$ cat src/rtl/zpu_trace_buffer.sv
// zpu_trace_buffer: captures zpu_core retired-instruction records from the
// 137-bit debug bus into a circular FIFO and drains each record as five
// 32-bit words over a valid/ready stream. Records arriving while the FIFO is
// full are dropped, but still consume a sequence number so losses show up as
// gaps. All stream outputs are registered; the next head word is computed
// combinationally from the next-state pointers, with a bypass for a record
// being written into the slot that becomes the head.
module zpu_trace_buffer #(
  parameter int DEPTH = 16
) (
  input  logic                     clk,
  input  logic                     rstin,
  input  logic [136:0]             dbg_i,
  input  logic                     capture_en,
  input  logic                     clear,
  output logic [31:0]              out_data,
  output logic                     out_valid,
  input  logic                     out_ready,
  output logic                     out_last,
  output logic [$clog2(DEPTH):0]   count,
  output logic                     overflow
);

  localparam int AW = $clog2(DEPTH);
  localparam logic [AW:0] DEPTH_C = (AW+1)'(DEPTH);

  typedef struct packed {
    logic [31:0] pc;
    logic [31:0] sp;
    logic [31:0] tos;
    logic [31:0] nos;
    logic [7:0]  inst;
    logic [15:0] seq;
  } rec_t;

  typedef enum logic {ST_EMPTY = 1'b0, ST_SEND = 1'b1} state_t;

  // Select stream word w of a stored record; word 4 carries the marker byte.
  function automatic logic [31:0] word_sel(input rec_t r, input logic [2:0] w);
    logic [31:0] d;
    case (w)
      3'd0:    d = r.pc;
      3'd1:    d = r.sp;
      3'd2:    d = r.tos;
      3'd3:    d = r.nos;
      3'd4:    d = {8'hA5, r.seq, r.inst};
      default: d = 32'h0000_0000;
    endcase
    return d;
  endfunction

  rec_t            mem_r [DEPTH];
  state_t          state_r, state_s;
  logic [2:0]      widx_r, widx_s;
  logic [AW:0]     wr_ptr_r, wr_ptr_s;
  logic [AW:0]     rd_ptr_r, rd_ptr_s;
  logic [AW:0]     count_r, count_s;
  logic [15:0]     seq_r, seq_s;
  logic            overflow_r, overflow_s;
  logic [31:0]     out_data_r, out_data_s;
  logic            out_valid_r, out_valid_s;
  logic            out_last_r, out_last_s;

  logic            capture_s;
  logic            handshake_s;
  logic            pop_s;
  logic            accept_s;
  logic            drop_s;
  rec_t            new_rec_s;
  rec_t            head_rec_s;
  logic [AW-1:0]   head_idx_s;

  // Event decode: clear masks both capture and pop in the cycle it is high.
  always_comb begin
    capture_s   = dbg_i[136] & capture_en & ~clear;
    handshake_s = out_valid_r & out_ready & ~clear;
    pop_s       = handshake_s & (widx_r == 3'd4);
    accept_s    = capture_s & ((count_r < DEPTH_C) | pop_s);
    drop_s      = capture_s & ~accept_s;
    new_rec_s   = '{pc: dbg_i[31:0], sp: dbg_i[63:32], tos: dbg_i[95:64],
                    nos: dbg_i[127:96], inst: dbg_i[135:128], seq: seq_r};
  end

  // Next-state for pointers, counters, sequence number and overflow flag.
  always_comb begin
    wr_ptr_s   = wr_ptr_r;
    rd_ptr_s   = rd_ptr_r;
    count_s    = count_r;
    seq_s      = seq_r;
    overflow_s = overflow_r;
    widx_s     = widx_r;
    if (clear) begin
      wr_ptr_s   = {(AW+1){1'b0}};
      rd_ptr_s   = {(AW+1){1'b0}};
      count_s    = {(AW+1){1'b0}};
      seq_s      = 16'h0000;
      overflow_s = 1'b0;
      widx_s     = 3'd0;
    end else begin
      wr_ptr_s = wr_ptr_r + (AW+1)'(accept_s);
      rd_ptr_s = rd_ptr_r + (AW+1)'(pop_s);
      count_s  = count_r + (AW+1)'(accept_s) - (AW+1)'(pop_s);
      if (capture_s) begin
        seq_s = seq_r + 16'h0001;
      end else begin
        seq_s = seq_r;
      end
      if (drop_s) begin
        overflow_s = 1'b1;
      end else begin
        overflow_s = overflow_r;
      end
      if (handshake_s) begin
        if (widx_r == 3'd4) begin
          widx_s = 3'd0;
        end else begin
          widx_s = widx_r + 3'd1;
        end
      end else begin
        widx_s = widx_r;
      end
    end
  end

  // Drain FSM next state plus the registered-output next values.
  always_comb begin
    state_s     = state_r;
    out_valid_s = 1'b0;
    out_data_s  = 32'h0000_0000;
    out_last_s  = 1'b0;
    head_idx_s  = rd_ptr_s[AW-1:0];
    if (accept_s && (wr_ptr_r[AW-1:0] == head_idx_s)) begin
      head_rec_s = new_rec_s;
    end else begin
      head_rec_s = mem_r[head_idx_s];
    end
    if (clear) begin
      state_s = ST_EMPTY;
    end else begin
      case (state_r)
        ST_EMPTY: begin
          if (accept_s) begin
            state_s = ST_SEND;
          end else begin
            state_s = ST_EMPTY;
          end
        end
        ST_SEND: begin
          if (pop_s && (count_s == {(AW+1){1'b0}})) begin
            state_s = ST_EMPTY;
          end else begin
            state_s = ST_SEND;
          end
        end
        default: state_s = ST_EMPTY;
      endcase
    end
    if (state_s == ST_SEND) begin
      out_valid_s = 1'b1;
      out_data_s  = word_sel(head_rec_s, widx_s);
      out_last_s  = (widx_s == 3'd4);
    end else begin
      out_valid_s = 1'b0;
      out_data_s  = 32'h0000_0000;
      out_last_s  = 1'b0;
    end
  end

  // State and output registers with asynchronous active-low reset.
  always_ff @(posedge clk or negedge rstin) begin
    if (!rstin) begin
      state_r     <= ST_EMPTY;
      widx_r      <= 3'd0;
      wr_ptr_r    <= {(AW+1){1'b0}};
      rd_ptr_r    <= {(AW+1){1'b0}};
      count_r     <= {(AW+1){1'b0}};
      seq_r       <= 16'h0000;
      overflow_r  <= 1'b0;
      out_data_r  <= 32'h0000_0000;
      out_valid_r <= 1'b0;
      out_last_r  <= 1'b0;
    end else begin
      state_r     <= state_s;
      widx_r      <= widx_s;
      wr_ptr_r    <= wr_ptr_s;
      rd_ptr_r    <= rd_ptr_s;
      count_r     <= count_s;
      seq_r       <= seq_s;
      overflow_r  <= overflow_s;
      out_data_r  <= out_data_s;
      out_valid_r <= out_valid_s;
      out_last_r  <= out_last_s;
    end
  end

  // Record storage; contents are don't-care until written, so no reset.
  always_ff @(posedge clk) begin
    if (accept_s) begin
      mem_r[wr_ptr_r[AW-1:0]] <= new_rec_s;
    end else begin
      mem_r[wr_ptr_r[AW-1:0]] <= mem_r[wr_ptr_r[AW-1:0]];
    end
  end

  assign out_data  = out_data_r;
  assign out_valid = out_valid_r;
  assign out_last  = out_last_r;
  assign count     = count_r;
  assign overflow  = overflow_r;

endmodule

$ cat config.mk
export PLATFORM = sky130hd
export DESIGN_NAME = zpu_trace_buffer
export DESIGN_NICKNAME = d
export VERILOG_FILES = /design/src/rtl/zpu_trace_buffer.sv
export SDC_FILE = /design/constraint.sdc
export NUM_CORES = 2
export LEC_CHECK = 0
export CAP_MARGIN = 20
export CORE_AREA = 2 2 547 549
export CTS_CLUSTER_DIAMETER = 40
export DETAILED_ROUTE_END_ITERATION = 7
export DIE_AREA = 0 0 549 551
export HOLD_SLACK_MARGIN = 0.1
export SETUP_SLACK_MARGIN = 0.2
export SLEW_MARGIN = 20
export SYNTH_ARGS = -nofsm -noshare
export SYNTH_HDL_FRONTEND = slang
export SYNTH_SLANG_ARGS = --single-unit
$ cat constraint.sdc
create_clock -name clk -period 23.8 [get_ports clk]
set_input_delay 4.76 -clock clk [delete_from_list [all_inputs] [get_ports clk]]
set_output_delay 4.76 -clock clk [all_outputs]
set_load 0.01 [all_outputs]
=== After elaboration in Yosys (flattened, before gate mapping) ===
Memories as Yosys holds them, arrays and structs flattened.
Cells that the tools add are included.

* Logic and storage cells: 66
* Output and inout bits: 40
* Register bits: 70
* Memories kept: 1
* Memory bits (writable): 2432

{| class="wikitable"
|+ Memory list
! memory !! words !! bits a word !! read ports !! clocked after Yosys merged registers in !! wr ports !! RTL line !! source
|-
| mem_r || 16 || 152 || 1 || 0 || 1 || 52 || <nowiki>rec_t mem_r [DEPTH];</nowiki>
|}

* Bitwise operators: 12
* Order comparisons: 1
* Reductions and logical operators: 7
* Eq/ne operators: 7
* Add/subtract/negate cells: 6
* Muxes and demuxes: 22

{| class="wikitable"
|+ Operator list
! kind !! number
|-
| $mux W152 || 2
|-
| $pmux W32 S5 || 1
|-
| $mux W16 || 2
|-
| $mux W32 || 1
|-
| $add A16 B1 Y16 const B || 1
|-
| $add A5 B1 Y5 || 3
|-
| $mux W5 || 3
|-
| $mux W1 || 9
|-
| $mux W3 || 3
|-
| $and A1 B1 Y1 || 7
|-
| $eq A3 B2 Y1 const B || 2
|-
| $eq A3 B3 Y1 const B || 2
|-
| $logic_not A5 Y1 || 1
|-
| $lt A5 B5 Y1 const B || 1
|-
| $sub A5 B1 Y5 || 1
|-
| $eq A4 B4 Y1 || 1
|-
| $reduce_bool A2 Y1 || 2
|-
| $add A3 B1 Y3 const B || 1
|-
| $eq A3 B1 Y1 const B || 1
|-
| $logic_not A3 Y1 || 1
|-
| $not A1 Y1 || 3
|-
| $logic_and A1 B1 Y1 || 2
|-
| $or A1 B1 Y1 || 2
|-
| $pmux W1 S2 || 1
|-
| other kinds (2) || 2
|}

=== Logic depth before layout (Yosys ltp) ===
* Word-level depth: 14
* Depth in mapped cells: 20
* Mapped depth without buffers: 17

=== Least setup slack after synthesis ===
OpenSTA, ideal clock, no wires.

* Kind: input to register
* Start: in dbg_i[136]
* End: mem mem_r[0][0] in the netlist's numbering, enable pin
* Path slack: 1.838 ns
* Buffers on the path: 1
* Stages on the path: 4
* Setup time: 1.088 ns
* Data arrival time: 20.874 ns
* Cells stage by stage: and2_1 -> clkbuf_1 -> nand3_1 -> nor4b_1

* Word-level cells in the longest chain between the ends: 6

{| class="wikitable"
|+ RTL lines
! what !! RTL line !! source
|-
| from (decl) || 13 || <nowiki>input logic [136:0] dbg_i,</nowiki>
|-
| $and A1 B1 Y1 (*) (2 in a row) || 75 || <nowiki>capture_s = dbg_i[136] & capture_en & ~clear;</nowiki>
|-
| $and A1 B1 Y1 (*) || 78 || <nowiki>accept_s = capture_s & ((count_r < DEPTH_C) | pop_s);</nowiki>
|-
| $mux W1, on equally long branches || 198, 201 ||
|-
| $mux W1 (implied by the code) or $reduce_and A2 Y1 (tied branches) || n/a ||
|-
| $or A1 B1 Y1 (no line) (*) || n/a ||
|-
| to (decl) || 52 ||
|}

Mark *: on every way between the ends. The rest lies on a longest branch, timed or not.

=== Worst setup path in the final report ===
* Start: in out_ready
* End: reg out_data_r[15], in the netlist out_data[15]

* Word-level cells in the longest chain between the ends: 14

{| class="wikitable"
|+ RTL lines
! what !! RTL line !! source
|-
| from (decl) || 18 || <nowiki>input logic out_ready,</nowiki>
|-
| $and A1 B1 Y1 (*) (2 in a row) || 76 || <nowiki>handshake_s = out_valid_r & out_ready & ~clear;</nowiki>
|-
| $and A1 B1 Y1 || 77 || <nowiki>pop_s = handshake_s & (widx_r == 3'd4);</nowiki>
|-
| $or A1 B1 Y1 || 78 ||
|-
| $and A1 B1 Y1 || 78 ||
|-
| $add A5 B1 Y5 || 102 || <nowiki>count_s = count_r + (AW+1)'(accept_s) - (AW+1)'(pop_s);</nowiki>
|-
| $sub A5 B1 Y5 || 102 ||
|-
| $mux W5 || 92 || <nowiki>if (clear) begin</nowiki>
|-
| $logic_not A5 Y1 || 149 || <nowiki>if (pop_s && (count_s == {(AW+1){1'b0}})) begin</nowiki>
|-
| $logic_and A1 B1 Y1 || 149 ||
|-
| $mux W1 || 149 ||
|-
| $pmux W1 S2 || 140 || <nowiki>case (state_r)</nowiki>
|-
| $mux W1 || 137 || <nowiki>if (clear) begin</nowiki>
|-
| $mux W32 (*) || 158 || <nowiki>if (state_s == ST_SEND) begin</nowiki>
|-
| named net out_data_s[15] || 60 || <nowiki>logic [31:0] out_data_r, out_data_s;</nowiki>
|-
| to (signal assigned) || 190 || <nowiki>out_data_r <= out_data_s;</nowiki>
|-
| to (decl) || 60 ||
|}

The timed path passes the listed nets; every way through them passes the cells marked *.
A chain may end at the register's enable or synchronous reset.

==> flow_summary.toml <==
[outcome]
status = "complete, no violations"

[place]
place_area_um2 = 106000
placed_cells = 11279
gp_congestion = 0.811
portBuffers = 181
dp_hpwl_um = 169000

[timing]
worst_pin_slew_ns = 1.21
relSlewSlack = 0.185
min_period_over_period = 0.459
rsz0062_at_grt = "false"
setup_viol = 0
finalClockSkew_ns = 0.0427
hold_viol_final = 0
slew_viol_final = 0
layout_min_cycle_time_ns = 10.93
tns_ns = 0
fmax_mhz = 91.5

[layout]
nets = 7822
final_layout_size_suffix_gt1_frac = 0.0967
multiInputGateArea_um2 = 23400
area.sequential_um2 = 74700
area_growth_pct = 16.9
fin_area_um2 = 117000
finalNonFillerCells = 11889
fillers = 27208

[detailed_routing]
drc = 0
viasPerCell = 5.60
wire_per_inst_um = 27.1
ant_nets = 0
vias = 66595
wl_um = 323000
dr.pass1.iters = 6
drtIter0Drc = 8011

[setup_path]
worstPathRequired_ns = 24.54
path_delay_family = "buffers and inverters"
endpoint = "out_data[15]"
timing.rr.end = "out_data[15]"
start_kind = "input pin"
path_common_cell = "buf_4"
cp.depth = 15
rr_startpoint = "widx_r[1]"
crit_chain = "clkdlybuf4s50_1 > and4_2 > buf_4 > and3_1 > ha_1 > nand2b_4 > inv_8 > buf_4 > buf_4 > buf_4 > and3_1 > a311oi_1 > or3_1 > nand3_1 > a31oi_1"
slowest_stage = "buf_4"
crit_start = "out_ready"
critical_path_buf_inv_count = 6
ff2ff_path_depth = 16
endpoint_kind = "register"
arrival_ns = 11.66
cpPeakStageDelay_ns = 0.86
crit_fanout = 124
crit_type = "input pin to register"
rrSetupSlack_ns = 16.61

[global_route]
antenna_found_initial = 60
grt_pass1_wl_um = 460000
grt_max_degree = 168
overflow = 0
grt_pass1_vias = 63291
grt_usage = 0.207

[pwr]
power.leakage_uw = 0.0392
max-vdd-ir-drop_mv = 0.0565
power.density_nw_per_um2 = 85.2

[yosys]
ys_seq_area_frac = 0.745
synth_area_um2 = 100000
synth_edf_count = 2432
synth_largest_area_cell = "edfxtp_1"
yosysUniqueCellTypes = 61
syn_inst = 7546
synth_area_leaders = "edfxtp_1 (73%), nand2_1 (8.7%), a311oi_1 (3.9%)"
synth_most_common_cell = "edfxtp_1"
ys_ff_latch = 2499
yosys_warnings = 0
synth_top_area_frac = 0.728
avgSynthCellArea_um2 = 13.3
synth-async-reset-ratio = 0.0268
synthTopCellsByCount = "edfxtp_1 (2432), nand2_1 (2325), nand3_1 (662)"
synth_flop_cell = "edfxtp_1"
syn_nets = 7699

[cts]
clockBufferDepth = 4
cts-buffers-inserted = 327
cts.repair.resized = 0
cts_tree = "built"
cts.sinks = 2499
cts_hold_buffers = 0
worstSkewPairLatency_ns = 0.87
cts-root-buf = "clkbuf_16"
cts_max_level = 5
postCtsSetupRepairBufs = 0
cts.clk_slew.worst_paths_ns = 0.06

[floorplanning]
die_w_um = 549
die_h_um = 551
initial_core_util = 0.338
rows = 200
num_io_pins = 182
core_area_um2 = 296000
die-area_um2 = 302000

[flow_run]
max-cap-violations = 0

[hold_path]
hold_path_depth = 2
hold_class = "register to register"
==> cell type report <==
type                       instances  share of cell area
antenna                           16            0.000342
sequential                      2499               0.637
inverter                          19            0.000939
clock inverter                   223              0.0203
multi-input combinational       4481               0.199
timing repair buffer             341              0.0277
tap                             3939              0.0420
clock buffer                     371              0.0723
==> per-layer routing <==
metal	global-route usage	part of all wire
met1	0.285	0.41
met2	0.329	0.46
met3	0.0395	0.093
met4	0.0716	0.034
met5	0	0.00068
==> power breakdown <==
group / switching [µW] / leakage [µW] / internal [µW]
combinational: 174 / 0.0109 / 70.5
clock: 1960 / 0.00523 / 2930
sequential: 13.8 / 0.0230 / 4850
==> worst min path at each step <==
stage	to	start
2_1_floorplan	overflow	overflow
3_3_place_gp	overflow	overflow
3_5_place_dp	overflow	overflow
4_1_cts	overflow	overflow
5_1_grt	overflow	overflow
6_report	overflow	overflow
==> cells by family after synthesis <==
logic type               count (synthesis)  share of synthesized area
AO/OA/AOI/OAI                          877                     0.0678
buffers and inverters                  566                     0.0246
XOR/XNOR                                24                    0.00210
multiplexers                            58                    0.00862
flip-flops                            2499                      0.745
adder cells (fa/ha/maj)                 11                    0.00145
AND/OR/NAND/NOR                       3511                      0.150
==> worst min-delay path, stage by stage, from the launching register on <==
cell	delay, ns
dfrtp_1	0.38
a31oi_1	0.05
nor2_1	0.09
==> stage by stage <==
step | power (µW) | utilization | setup WS, ns | hold slack (ns)
5_1_grt | 10200 | 0.396 | 12.54 | 0.604
3_5_place_dp | 5200 | 0.359 | 12.16 | 0.570
3_3_place_gp | 5190 | 0.359 | 12.15 | 0.539
6_report | 9990 | 0.396 | 12.87 | 0.571
4_1_cts | 10000 | 0.396 | 13.12 | 0.581
2_1_floorplan | 5030 | - | 1.84 | 0.529
==> registers in the layout, summed over array words and instances (netlist names) <==
name and count:
widx_r 3, wr_ptr_r 4, rd_ptr_r 4, mem_r 2432
seq_r 16, out_last 1, count 5, out_data 32
out_valid 1, overflow 1
==> cells in the final DEF (no fill, tap or decap), drive strengths merged, types with 7 or more instances in the layout <==
cell type | Yosys | final
a2111oi | 12 | 12
a211oi | 36 | 36
a21o | 18 | 18
a21oi | 106 | 106
a221oi | 35 | 35
a311oi | 452 | 452
a31oi | 56 | 56
a41oi | 7 | 7
and2 | 22 | 22
and3 | 288 | 288
buf | 218 | 162
bufinv | 0 | 30
clkbuf | 329 | 371
clkdlybuf4s50 | 0 | 179
clkinv | 1 | 112
clkinvlp | 0 | 34
dfrtp | 67 | 67
diode | 0 | 16
edfxtp | 2432 | 2432
ha | 10 | 10
inv | 18 | 66
mux2i | 33 | 33
mux4 | 21 | 21
nand2 | 2325 | 2325
nand3 | 662 | 662
nand4 | 7 | 7
nor2 | 72 | 72
nor3 | 68 | 68
nor4 | 21 | 21
o211ai | 12 | 12
o21ai | 56 | 56
o221ai | 30 | 30
o22ai | 20 | 20
o31ai | 11 | 11
o32ai | 10 | 10
or3 | 31 | 31
xnor2 | 11 | 11
xor2 | 13 | 13
Note: power is estimated with default switching activity, not from simulation.
